### config.mk
export PLATFORM = sky130hd
export DESIGN_NAME = axi4_lite_sram_bridge_flat
export DESIGN_NICKNAME = d
export VERILOG_FILES = /design/src/rtl/axi4_lite_sram_bridge_if.sv /design/src/rtl/axi4_lite_sram_bridge.sv /design/src/flat_wrapper.sv
export SDC_FILE = /design/constraint.sdc
export NUM_CORES = 1
export LEC_CHECK = 0
export ABC_CLOCK_PERIOD_IN_PS = 5200
export BUFFER_PORTS_ARGS = -buffer_cell sky130_fd_sc_hd__buf_4
export CAP_MARGIN = 20
export CELL_PAD_IN_SITES_DETAIL_PLACEMENT = 1
export CELL_PAD_IN_SITES_GLOBAL_PLACEMENT = 1
export CORE_MARGIN = 2
export CORE_UTILIZATION = 40
export DETAILED_ROUTE_END_ITERATION = 6
export PLACE_DENSITY = 0.9
export SLEW_MARGIN = 5
export SYNTH_ARGS = -nofsm -noshare
export SYNTH_HDL_FRONTEND = slang
export SYNTH_SLANG_ARGS = --single-unit
### constraint.sdc
create_clock -name CLK -period 5.2 [get_ports CLK]
set_input_delay 0.78 -clock CLK [delete_from_list [all_inputs] [get_ports CLK]]
set_output_delay 0.78 -clock CLK [all_outputs]
set_load 0.05 [all_outputs]
### src/rtl/axi4_lite_sram_bridge_if.sv
// AXI4-Lite bus bundle between an interconnect master and the SRAM bridge slave.
// Latency: none, wires only.
// Backpressure: carries the standard VALID/READY pairs of the five AXI4-Lite channels.
interface axi4_lite_sram_bridge_if #(
  parameter int AXI_ADDR_WIDTH = 32,
  parameter int DATA_WIDTH     = 32
);
  logic [AXI_ADDR_WIDTH-1:0] AWADDR;
  logic                      AWVALID;
  logic                      AWREADY;
  logic [DATA_WIDTH-1:0]     WDATA;
  logic [DATA_WIDTH/8-1:0]   WSTRB;
  logic                      WVALID;
  logic                      WREADY;
  logic [1:0]                BRESP;
  logic                      BVALID;
  logic                      BREADY;
  logic [AXI_ADDR_WIDTH-1:0] ARADDR;
  logic                      ARVALID;
  logic                      ARREADY;
  logic [DATA_WIDTH-1:0]     RDATA;
  logic [1:0]                RRESP;
  logic                      RVALID;
  logic                      RREADY;

  modport slave (
    input  AWADDR, AWVALID, WDATA, WSTRB, WVALID, BREADY, ARADDR, ARVALID, RREADY,
    output AWREADY, WREADY, BRESP, BVALID, ARREADY, RDATA, RRESP, RVALID
  );

  modport master (
    output AWADDR, AWVALID, WDATA, WSTRB, WVALID, BREADY, ARADDR, ARVALID, RREADY,
    input  AWREADY, WREADY, BRESP, BVALID, ARREADY, RDATA, RRESP, RVALID
  );
endinterface

### src/rtl/axi4_lite_sram_bridge.sv
// AXI4-Lite slave serialising reads/writes onto a single-port register-file SRAM, with RMW for partial strobes.
// Latency: READY 1 cycle after request; WEN 1 cycle after W handshake (+RD_LATENCY for RMW); RVALID RD_LATENCY+1 after AR handshake.
// Backpressure: one transaction in flight; B/R held until BREADY/RREADY, no READY asserted outside IDLE.
module axi4_lite_sram_bridge #(
  parameter int AXI_ADDR_WIDTH = 32,
  parameter int DATA_WIDTH     = 32,
  parameter int REG_ADDR_WIDTH = 4,
  parameter int NUM_REGS       = 16,
  parameter int RD_LATENCY     = 1
) (
  input  logic                      CLK,
  input  logic                      RST_N,
  axi4_lite_sram_bridge_if.slave    bus,
  output logic [REG_ADDR_WIDTH-1:0] ADDR,
  output logic [DATA_WIDTH-1:0]     W_DATA,
  output logic                      WEN,
  input  logic [DATA_WIDTH-1:0]     R_DATA
);
  localparam int OFF    = $clog2(DATA_WIDTH / 8);
  localparam int STRB_W = DATA_WIDTH / 8;
  localparam int CNT_W  = (RD_LATENCY > 1) ? $clog2(RD_LATENCY) : 1;
  localparam logic [CNT_W-1:0] LAT_INIT = CNT_W'(RD_LATENCY - 1);
  localparam logic [REG_ADDR_WIDTH:0] NUM_REGS_W = (REG_ADDR_WIDTH + 1)'(NUM_REGS);
  localparam logic [STRB_W-1:0] STRB_ALL = '1;
  localparam logic [1:0] RESP_OKAY   = 2'b00;
  localparam logic [1:0] RESP_SLVERR = 2'b10;

  typedef enum logic [2:0] {IDLE, WR_RD, WR_EXEC, WR_RESP, RD_WAIT, RD_RESP} state_t;

  state_t                    state;
  logic                      last_wr;
  logic [REG_ADDR_WIDTH-1:0] cap_idx;
  logic                      cap_err;
  logic [DATA_WIDTH-1:0]     wdata_q;
  logic [STRB_W-1:0]         wstrb_q;
  logic [CNT_W-1:0]          lat_cnt;

  logic [REG_ADDR_WIDTH-1:0] aw_idx, ar_idx;
  logic                      aw_err, ar_err;
  logic                      wr_pend, rd_pend, grant_wr, grant_rd;
  logic [DATA_WIDTH-1:0]     merged;
  logic                      unused_addr_bits;

  // Address decode and round-robin arbitration between a pending write and a pending read.
  always_comb begin
    aw_idx   = bus.AWADDR[OFF +: REG_ADDR_WIDTH];
    ar_idx   = bus.ARADDR[OFF +: REG_ADDR_WIDTH];
    aw_err   = ({1'b0, aw_idx} >= NUM_REGS_W);
    ar_err   = ({1'b0, ar_idx} >= NUM_REGS_W);
    wr_pend  = bus.AWVALID && bus.WVALID;
    rd_pend  = bus.ARVALID;
    grant_wr = wr_pend && (!rd_pend || !last_wr);
    grant_rd = rd_pend && !grant_wr;
  end

  // Byte merge for read-modify-write: strobed bytes from WDATA, the rest from the SRAM word.
  always_comb begin
    merged = R_DATA;
    for (int b = 0; b < STRB_W; b++) begin
      if (wstrb_q[b]) merged[8*b +: 8] = wdata_q[8*b +: 8];
    end
  end

  // Byte-offset and above-index address bits are don't-care by design.
  assign unused_addr_bits = ^{bus.AWADDR[OFF-1:0], bus.AWADDR[AXI_ADDR_WIDTH-1:OFF+REG_ADDR_WIDTH],
                              bus.ARADDR[OFF-1:0], bus.ARADDR[AXI_ADDR_WIDTH-1:OFF+REG_ADDR_WIDTH]};

  // Transaction FSM; every bus and SRAM output is a register driven from here.
  always_ff @(posedge CLK or negedge RST_N) begin
    if (!RST_N) begin
      state       <= IDLE;
      last_wr     <= 1'b1;
      cap_idx     <= '0;
      cap_err     <= 1'b0;
      wdata_q     <= '0;
      wstrb_q     <= '0;
      lat_cnt     <= '0;
      bus.AWREADY <= 1'b0;
      bus.WREADY  <= 1'b0;
      bus.ARREADY <= 1'b0;
      bus.BVALID  <= 1'b0;
      bus.BRESP   <= RESP_OKAY;
      bus.RVALID  <= 1'b0;
      bus.RRESP   <= RESP_OKAY;
      bus.RDATA   <= '0;
      ADDR        <= '0;
      W_DATA      <= '0;
      WEN         <= 1'b0;
    end else begin
      case (state)
        IDLE: begin
          if (bus.AWREADY) begin
            // Write handshake cycle: dispatch on the captured decode.
            bus.AWREADY <= 1'b0;
            bus.WREADY  <= 1'b0;
            last_wr     <= 1'b1;
            if (cap_err) begin
              bus.BVALID <= 1'b1;
              bus.BRESP  <= RESP_SLVERR;
              state      <= WR_RESP;
            end else if (wstrb_q == '0) begin
              bus.BVALID <= 1'b1;
              bus.BRESP  <= RESP_OKAY;
              state      <= WR_RESP;
            end else if (wstrb_q == STRB_ALL) begin
              ADDR   <= cap_idx;
              W_DATA <= wdata_q;
              WEN    <= 1'b1;
              state  <= WR_EXEC;
            end else begin
              ADDR    <= cap_idx;
              lat_cnt <= LAT_INIT;
              state   <= WR_RD;
            end
          end else if (bus.ARREADY) begin
            bus.ARREADY <= 1'b0;
            last_wr     <= 1'b0;
            if (cap_err) begin
              bus.RDATA  <= '0;
              bus.RRESP  <= RESP_SLVERR;
              bus.RVALID <= 1'b1;
              state      <= RD_RESP;
            end else begin
              ADDR    <= cap_idx;
              lat_cnt <= LAT_INIT;
              state   <= RD_WAIT;
            end
          end else if (grant_wr) begin
            bus.AWREADY <= 1'b1;
            bus.WREADY  <= 1'b1;
            cap_idx     <= aw_idx;
            cap_err     <= aw_err;
            wdata_q     <= bus.WDATA;
            wstrb_q     <= bus.WSTRB;
          end else if (grant_rd) begin
            bus.ARREADY <= 1'b1;
            cap_idx     <= ar_idx;
            cap_err     <= ar_err;
          end
        end
        WR_RD: begin
          if (lat_cnt == '0) begin
            W_DATA <= merged;
            WEN    <= 1'b1;
            state  <= WR_EXEC;
          end else begin
            lat_cnt <= lat_cnt - CNT_W'(1);
          end
        end
        WR_EXEC: begin
          WEN        <= 1'b0;
          bus.BVALID <= 1'b1;
          bus.BRESP  <= RESP_OKAY;
          state      <= WR_RESP;
        end
        WR_RESP: begin
          if (bus.BREADY) begin
            bus.BVALID <= 1'b0;
            bus.BRESP  <= RESP_OKAY;
            state      <= IDLE;
          end
        end
        RD_WAIT: begin
          if (lat_cnt == '0) begin
            bus.RDATA  <= R_DATA;
            bus.RRESP  <= RESP_OKAY;
            bus.RVALID <= 1'b1;
            state      <= RD_RESP;
          end else begin
            lat_cnt <= lat_cnt - CNT_W'(1);
          end
        end
        RD_RESP: begin
          if (bus.RREADY) begin
            bus.RVALID <= 1'b0;
            bus.RRESP  <= RESP_OKAY;
            state      <= IDLE;
          end
        end
        default: state <= IDLE;
      endcase
    end
  end
endmodule

### src/flat_wrapper.sv
// flat-port wrapper written by rule: the top's interface ports become plain ports
module axi4_lite_sram_bridge_flat 
#(
  parameter int AXI_ADDR_WIDTH = 32,
  parameter int DATA_WIDTH     = 32,
  parameter int REG_ADDR_WIDTH = 4,
  parameter int NUM_REGS       = 16,
  parameter int RD_LATENCY     = 1
)
  (CLK, RST_N, ADDR, W_DATA, WEN, R_DATA, bus_AWADDR, bus_AWVALID, bus_WDATA, bus_WSTRB, bus_WVALID, bus_BREADY, bus_ARADDR, bus_ARVALID, bus_RREADY, bus_AWREADY, bus_WREADY, bus_BRESP, bus_BVALID, bus_ARREADY, bus_RDATA, bus_RRESP, bus_RVALID);
  axi4_lite_sram_bridge_if #(.AXI_ADDR_WIDTH(AXI_ADDR_WIDTH), .DATA_WIDTH(DATA_WIDTH)) bus_i ();
  input  logic CLK;
  input  logic RST_N;
  output logic [REG_ADDR_WIDTH-1:0] ADDR;
  output logic [DATA_WIDTH-1:0] W_DATA;
  output logic WEN;
  input  logic [DATA_WIDTH-1:0] R_DATA;
  input wire logic [$bits(bus_i.AWADDR)-1:0] bus_AWADDR;
  input wire logic [$bits(bus_i.AWVALID)-1:0] bus_AWVALID;
  input wire logic [$bits(bus_i.WDATA)-1:0] bus_WDATA;
  input wire logic [$bits(bus_i.WSTRB)-1:0] bus_WSTRB;
  input wire logic [$bits(bus_i.WVALID)-1:0] bus_WVALID;
  input wire logic [$bits(bus_i.BREADY)-1:0] bus_BREADY;
  input wire logic [$bits(bus_i.ARADDR)-1:0] bus_ARADDR;
  input wire logic [$bits(bus_i.ARVALID)-1:0] bus_ARVALID;
  input wire logic [$bits(bus_i.RREADY)-1:0] bus_RREADY;
  output wire logic [$bits(bus_i.AWREADY)-1:0] bus_AWREADY;
  output wire logic [$bits(bus_i.WREADY)-1:0] bus_WREADY;
  output wire logic [$bits(bus_i.BRESP)-1:0] bus_BRESP;
  output wire logic [$bits(bus_i.BVALID)-1:0] bus_BVALID;
  output wire logic [$bits(bus_i.ARREADY)-1:0] bus_ARREADY;
  output wire logic [$bits(bus_i.RDATA)-1:0] bus_RDATA;
  output wire logic [$bits(bus_i.RRESP)-1:0] bus_RRESP;
  output wire logic [$bits(bus_i.RVALID)-1:0] bus_RVALID;
  assign bus_i.AWADDR = bus_AWADDR;
  assign bus_i.AWVALID = bus_AWVALID;
  assign bus_i.WDATA = bus_WDATA;
  assign bus_i.WSTRB = bus_WSTRB;
  assign bus_i.WVALID = bus_WVALID;
  assign bus_i.BREADY = bus_BREADY;
  assign bus_i.ARADDR = bus_ARADDR;
  assign bus_i.ARVALID = bus_ARVALID;
  assign bus_i.RREADY = bus_RREADY;
  assign bus_AWREADY = bus_i.AWREADY;
  assign bus_WREADY = bus_i.WREADY;
  assign bus_BRESP = bus_i.BRESP;
  assign bus_BVALID = bus_i.BVALID;
  assign bus_ARREADY = bus_i.ARREADY;
  assign bus_RDATA = bus_i.RDATA;
  assign bus_RRESP = bus_i.RRESP;
  assign bus_RVALID = bus_i.RVALID;
  axi4_lite_sram_bridge #(.AXI_ADDR_WIDTH(AXI_ADDR_WIDTH), .DATA_WIDTH(DATA_WIDTH), .REG_ADDR_WIDTH(REG_ADDR_WIDTH), .NUM_REGS(NUM_REGS), .RD_LATENCY(RD_LATENCY)) u_core (.CLK(CLK), .RST_N(RST_N), .bus(bus_i), .ADDR(ADDR), .W_DATA(W_DATA), .WEN(WEN), .R_DATA(R_DATA));
endmodule
# Word-level counts from Yosys, hierarchy flattened

Cells that the tools add are included.

Bits in registers: 124
Input bits: 139
Output and inout port bits: 78
Logic and storage cells: 161

Add/subtract/negate cells: 1
Equality and inequality tests: 27
Mux-type cells: 81
Bitwise operators: 2
Reductions and logical operators: 32

Operators by type and width:

| cell               | number |
|---|---|
| $mux 32            | 9 |
| $pmux 32 s2        | 2 |
| $mux 1             | 34 |
| $mux 8             | 4 |
| $mux 4             | 7 |
| $mux 3             | 8 |
| $reduce_and 6->1   | 4 |
| $mux 2             | 10 |
| $ne 2x2->1 const B | 10 |
| $pmux 3 s6         | 1 |
| $reduce_and 5->1   | 3 |
| $ne 3x3->1 const B | 4 |
| $pmux 2 s3         | 2 |
| $reduce_and 4->1   | 3 |
| $reduce_bool 2->1  | 6 |
| $ne 2x1->1 const B | 5 |
| $pmux 1 s3         | 3 |
| $reduce_bool 3->1  | 3 |
| $eq 3x2->1 const B | 2 |
| $eq 3x3->1 const B | 2 |
| $ne 3x1->1 const B | 2 |
| $eq 4x4->1 const B | 1 |
| $logic_not 4->1    | 1 |
| $reduce_and 2->1   | 2 |
| other kinds (10)   | 15 |

# Longest topological paths before layout

Depth in word-level cells: 8
Depth in mapped cells: 7
Depth with buffers taken out: 4

# Worst setup path after synthesis

No wires, ideal clock.

Path kind: flip-flop to flip-flop
Start: register u_core.bus.AWREADY
End: register u_core.wdata_q[16]
Setup time: 127 ps
Data arrival time: 1,752 ps
Required time: 5,073 ps
Path slack: 3,321 ps
Cell stages (with the launch flop): 7
Buffers on the path: 2
Clock period less this slack: 1,879 ps
Cell sequence: dfrtp_1 > buf_2 > nor2_1 > nand2_2 > nor2_8 > buf_6 > mux2_1

Cells in the longest elaborated chain, start to end: 2

RTL lines:

| item                       | RTL line                       | source |
|---|---|---|
| start, declared            | axi4_lite_sram_bridge_if.sv:28 | `output AWREADY, WREADY, BRESP, BVALID, ARREADY, RDATA, RRESP, RVALID` |
| start signal, assigned     | axi4_lite_sram_bridge.sv:78    | `bus.AWREADY <= 1'b0;` |
| start signal, assigned     | axi4_lite_sram_bridge.sv:94    | `bus.AWREADY <= 1'b0;` |
| start signal, assigned     | axi4_lite_sram_bridge.sv:129   | `bus.AWREADY <= 1'b1;` |
| $not 1->1 (no line)        | -                              |  |
| $reduce_and 4->1 (no line) | -                              |  |
| end signal, assigned       | axi4_lite_sram_bridge.sv:133   | `wdata_q <= bus.WDATA;` |
| end, declared              | axi4_lite_sram_bridge.sv:34    | `logic [DATA_WIDTH-1:0] wdata_q;` |

Every way passes these cells.
A chain may end at the register's enable or synchronous reset.

# Final worst setup path

Start: register u_core.state[0]
End: register u_core.W_DATA[29]

Cells in the longest elaborated chain, start to end: 3
Elaborated cells on any way between the ends: 10
Classes of those cells: 6 x eq/ne; 1 x mux; 3 x reduce/logical

RTL lines:

| item                                                 | RTL line                     | source |
|---|---|---|
| start, declared                                      | axi4_lite_sram_bridge.sv:30  | `state_t state;` |
| start signal, assigned                               | axi4_lite_sram_bridge.sv:71  | `state <= IDLE;` |
| start signal, assigned                               | axi4_lite_sram_bridge.sv:100 | `state <= WR_RESP;` |
| start signal, assigned                               | axi4_lite_sram_bridge.sv:104 | `state <= WR_RESP;` |
| $eq 3x1->1 / $logic_not 3->1 (equally long branches) | axi4_lite_sram_bridge.sv:90  | `case (state)` |
| $ne 2x2->1 (no line) (tied with other cells)         | -                            |  |
| $reduce_and 6->1 (no line)                           | -                            |  |
| end signal, assigned                                 | axi4_lite_sram_bridge.sv:107 | `W_DATA <= wdata_q;` |
| end signal, assigned                                 | axi4_lite_sram_bridge.sv:143 | `W_DATA <= merged;` |
| end, declared                                        | axi4_lite_sram_bridge.sv:15  | `output logic [DATA_WIDTH-1:0] W_DATA,` |

Several ways; a longest one is shown, not always the timed one.

==> results by group <==
Run status
  • Status: complete, no violations

Cells and area
  • Fill cell count: 1,309
  • Final nets: 671
  • Commonest non-fill, non-tap cell in the layout: buf_4
  • Highest-count cells in the layout ignoring fill and taps: 159 x buf_4, 118 x dfrtp_1, 44 x nand2_1
  • Sequential cell area: 2979 um^2
  • Area of the multi-input gates: 1947 um^2
  • Post-layout instance area: 6898 um^2
  • Layout cells sized above 1: 0.4669
  • Area added between synthesis and finish: 35.52%
  • Post-Route Utilization: 0.5511
  • Ant. Diodes: 0

Detailed routing
  • Final ANT Viol Nets: 0
  • Via density per instance: 4.923
  • Drt first pass iters: 4
  • DRC violations left: 0
  • Final wirelength: 13,010 um
  • WL/cell: 18.17 um
  • Vias: 3,525
  • Initial DRC count: 147

Power
  • Lkg Pwr: 3.297 nW
  • Power per cell area: 707.2 nW/um^2
  • VDD IR max: 0.0003748 V

Critical path
  • Buffers & Inverters on Critical Path: 1
  • Worst path slowest cell: or3b_1
  • Critical path type: reg -> reg
  • Max stage delay on crit path: 0.60 ns
  • Crit path DAT: 2.99 ns
  • Crit path capture type: flop
  • CP Cell Sequence: or3b_1 -> a21boi_4 -> buf_4 -> nand2_1 -> o21ai_1
  • Data required, critical path: 5.52 ns
  • Worst-path maximum fanout: 49
  • CP delay by family, top: simple AND/OR/NAND/NOR gates
  • Worst Setup Start Kind: flop

Global route
  • Total grt overflow: 0
  • Gr usage total: 0.1997
  • Vias in the first global route: 3,983
  • Antenna violations before repair: 0
  • Largest net degree at the start of global routing: 77
  • Global-route wire length before repair: 20,150 um

Hold path
  • Worst hold path type: reg -> reg

Synth
  • Synth top area share: 0.5801
  • Synthesized instance count: 373
  • Post-synthesis sequential area ratio: 0.5853
  • Synth Cell Area: 5090 um^2
  • Yosys warning count: 0
  • #FFs+latches synth: 119
  • Area leader, netlist: dfrtp_1
  • Synth area leaders: dfrtp_1 58%, mux2_2 8.6%, mux2_1 7.3%
  • Post-synth cell types: 40
  • Synth Area per Inst: 13.65 um^2

Floorplan
  • Row cnt: 41
  • Die Span X: 116.8 um
  • Starting Density: 0.4066
  • IO Count: 217
  • Die H: 116.8 um
  • Die area: 13,640 um^2
  • Core ar.: 12,520 um^2

CTS
  • Root Buffer: clkbuf_16
  • Clk buf depth: 2
  • Worst skew pair latency: 0.41 ns
  • CTS resizes: 0
  • Clk slew on worst S/H paths: 0.05 ns
  • Hold_buf cts: 0
  • H-tree depth: 4
  • TritonCTS clock tree: done
  • Post-CTS setup buffers: 0
  • Num CTS Buffers: 17
  • Sink Count: 119

STA
  • Slew HR: 0.3744
  • Final worst-path cycle share: 0.5136
  • Final hold violation count: 0
  • RSZ-0062 raised after global routing: false
  • # setup viols final: 0
  • Final worst path period need: 2.671 ns
  • Final setup margin: 2.529 ns
  • Worst-margin pin slew: 0.9383 ns
  • Fmax: 0.3744 GHz
  • Fin Clk Skew: 0.006711 ns
  • Fin Setup TNS: 0 ns
  • Max Slew Vio Count: 0

Job
  • Maxcap violations: 0

Place
  • Routability cong.: 0.6933
  • Pre-CTS WS: 2.531 ns
  • # port buffers: 157
  • Post-placement cell area: 6339 um^2
  • DP HPWL: 9004 um
==> tightest hold or removal path, cell delays in order, from the launching register on <==
cell,delay (ns)
dfstp_2,0.37
nand2_1,0.05
nand2_1,0.05
==> cell type report <==
| cell class | instances | area share |
|---|---|---|
| clock inverters | 3 | 0.002177 |
| repair buffers | 160 | 0.1770 |
| flip-flops and latches | 119 | 0.4319 |
| clock buffers | 28 | 0.07491 |
| multi-input cells | 233 | 0.2822 |
| inverters | 1 | 0.0005442 |
| well taps | 172 | 0.03120 |
==> cell families (layout without fill, tap and decap cells) <==
group,count (synthesis),in the layout,share of synthesized area
compound gates,59,59,0.08260
buf+inv,23,192,0.03736
flops,119,119,0.5853
mux,104,104,0.2222
other cells,1,3,0.0007368
simple gates,67,67,0.07178
==> flip-flops by register name, indices dropped and copies added, names as in the netlist <==
| register | count |
|---|---|
| u_core.bus.ARREADY | 1 |
| u_core.bus.WREADY | 1 |
| u_core.cap_idx | 4 |
| u_core.ADDR | 4 |
| u_core.bus.RVALID | 1 |
| u_core.wdata_q | 32 |
| u_core.state | 3 |
| u_core.last_wr | 1 |
| u_core.bus.AWREADY | 1 |
| u_core.bus.RDATA | 32 |
| u_core.bus.RRESP | 1 |
| u_core.wstrb_q | 4 |
| u_core.WEN | 1 |
| u_core.W_DATA | 32 |
| u_core.bus.BVALID | 1 |
==> synth_stat cells <==
library cell	number
a211oi_2	1
a21boi_0	1
a21boi_1	1
a21o_1	3
a21oi_1	2
a22oi_1	1
a2bb2oi_1	5
a311oi_1	1
and4_1	1
buf_2	5
buf_4	6
buf_6	10
clkbuf_1	1
conb_1	1
dfrtp_1	118
dfstp_2	1
inv_1	1
mux2_1	33
mux2_2	39
mux2i_1	32
nand2_1	44
nand2_2	1
nand2b_1	1
nor2_1	5
nor2_4	2
nor2_8	3
nor2b_1	2
nor3_1	3
nor3_2	1
nor3b_1	1
nor4_2	1
o21a_1	2
o21ai_0	4
o21ai_1	15
o21ai_2	17
o221ai_1	1
o22ai_1	4
o31ai_1	1
or3_4	1
or3b_1	1
==> through the flow <==
step | std cells | total power, W | hold WS [ns]
4_1_cts | 715 | 0.004944 | 0.4817
2_1_floorplan | 375 | 0.003205 | 0.4449
5_1_grt | 716 | 0.005137 | 0.4926
6_report | 716 | 0.004878 | 0.4764
3_3_place_gp | 684 | 0.003750 | 0.4628
3_5_place_dp | 684 | 0.003862 | 0.4717
==> path summary, 6_finish.rpt <==
check	startpoint	slack [ns]	cells past startpoint	endpoint
max in group asynchronous	RST_N	3.55	2	u_core.bus.RDATA[18]
setup reg to reg	u_core.state[0]	2.53	5	u_core.W_DATA[29]
hold / removal	u_core.last_wr	0.48	2	u_core.last_wr
hold reg to reg	u_core.last_wr	0.48	2	u_core.last_wr
setup / recovery	u_core.state[0]	2.53	5	u_core.W_DATA[29]
min in group asynchronous	RST_N	0.52	1	u_core.bus.RDATA[23]
==> power by group <==
group          switching (W)  leakage, nW  total, W  internal (W)
combinational        0.00144         1.54   0.00221      0.000768
sequential          0.000287         1.50   0.00163       0.00134
clock               0.000377        0.264   0.00104      0.000666
total                0.00210         3.30   0.00488       0.00277
==> routing by layer <==
layer	track usage	routed length (um)	vias to the layer above
met5	0	0	-
met4	0.08471	146	0
met3	0.06591	702	12
met2	0.3642	7245	97
met1	0.2109	4916	1774
li1	-	-	1642
(Power assumes the default switching activity.)
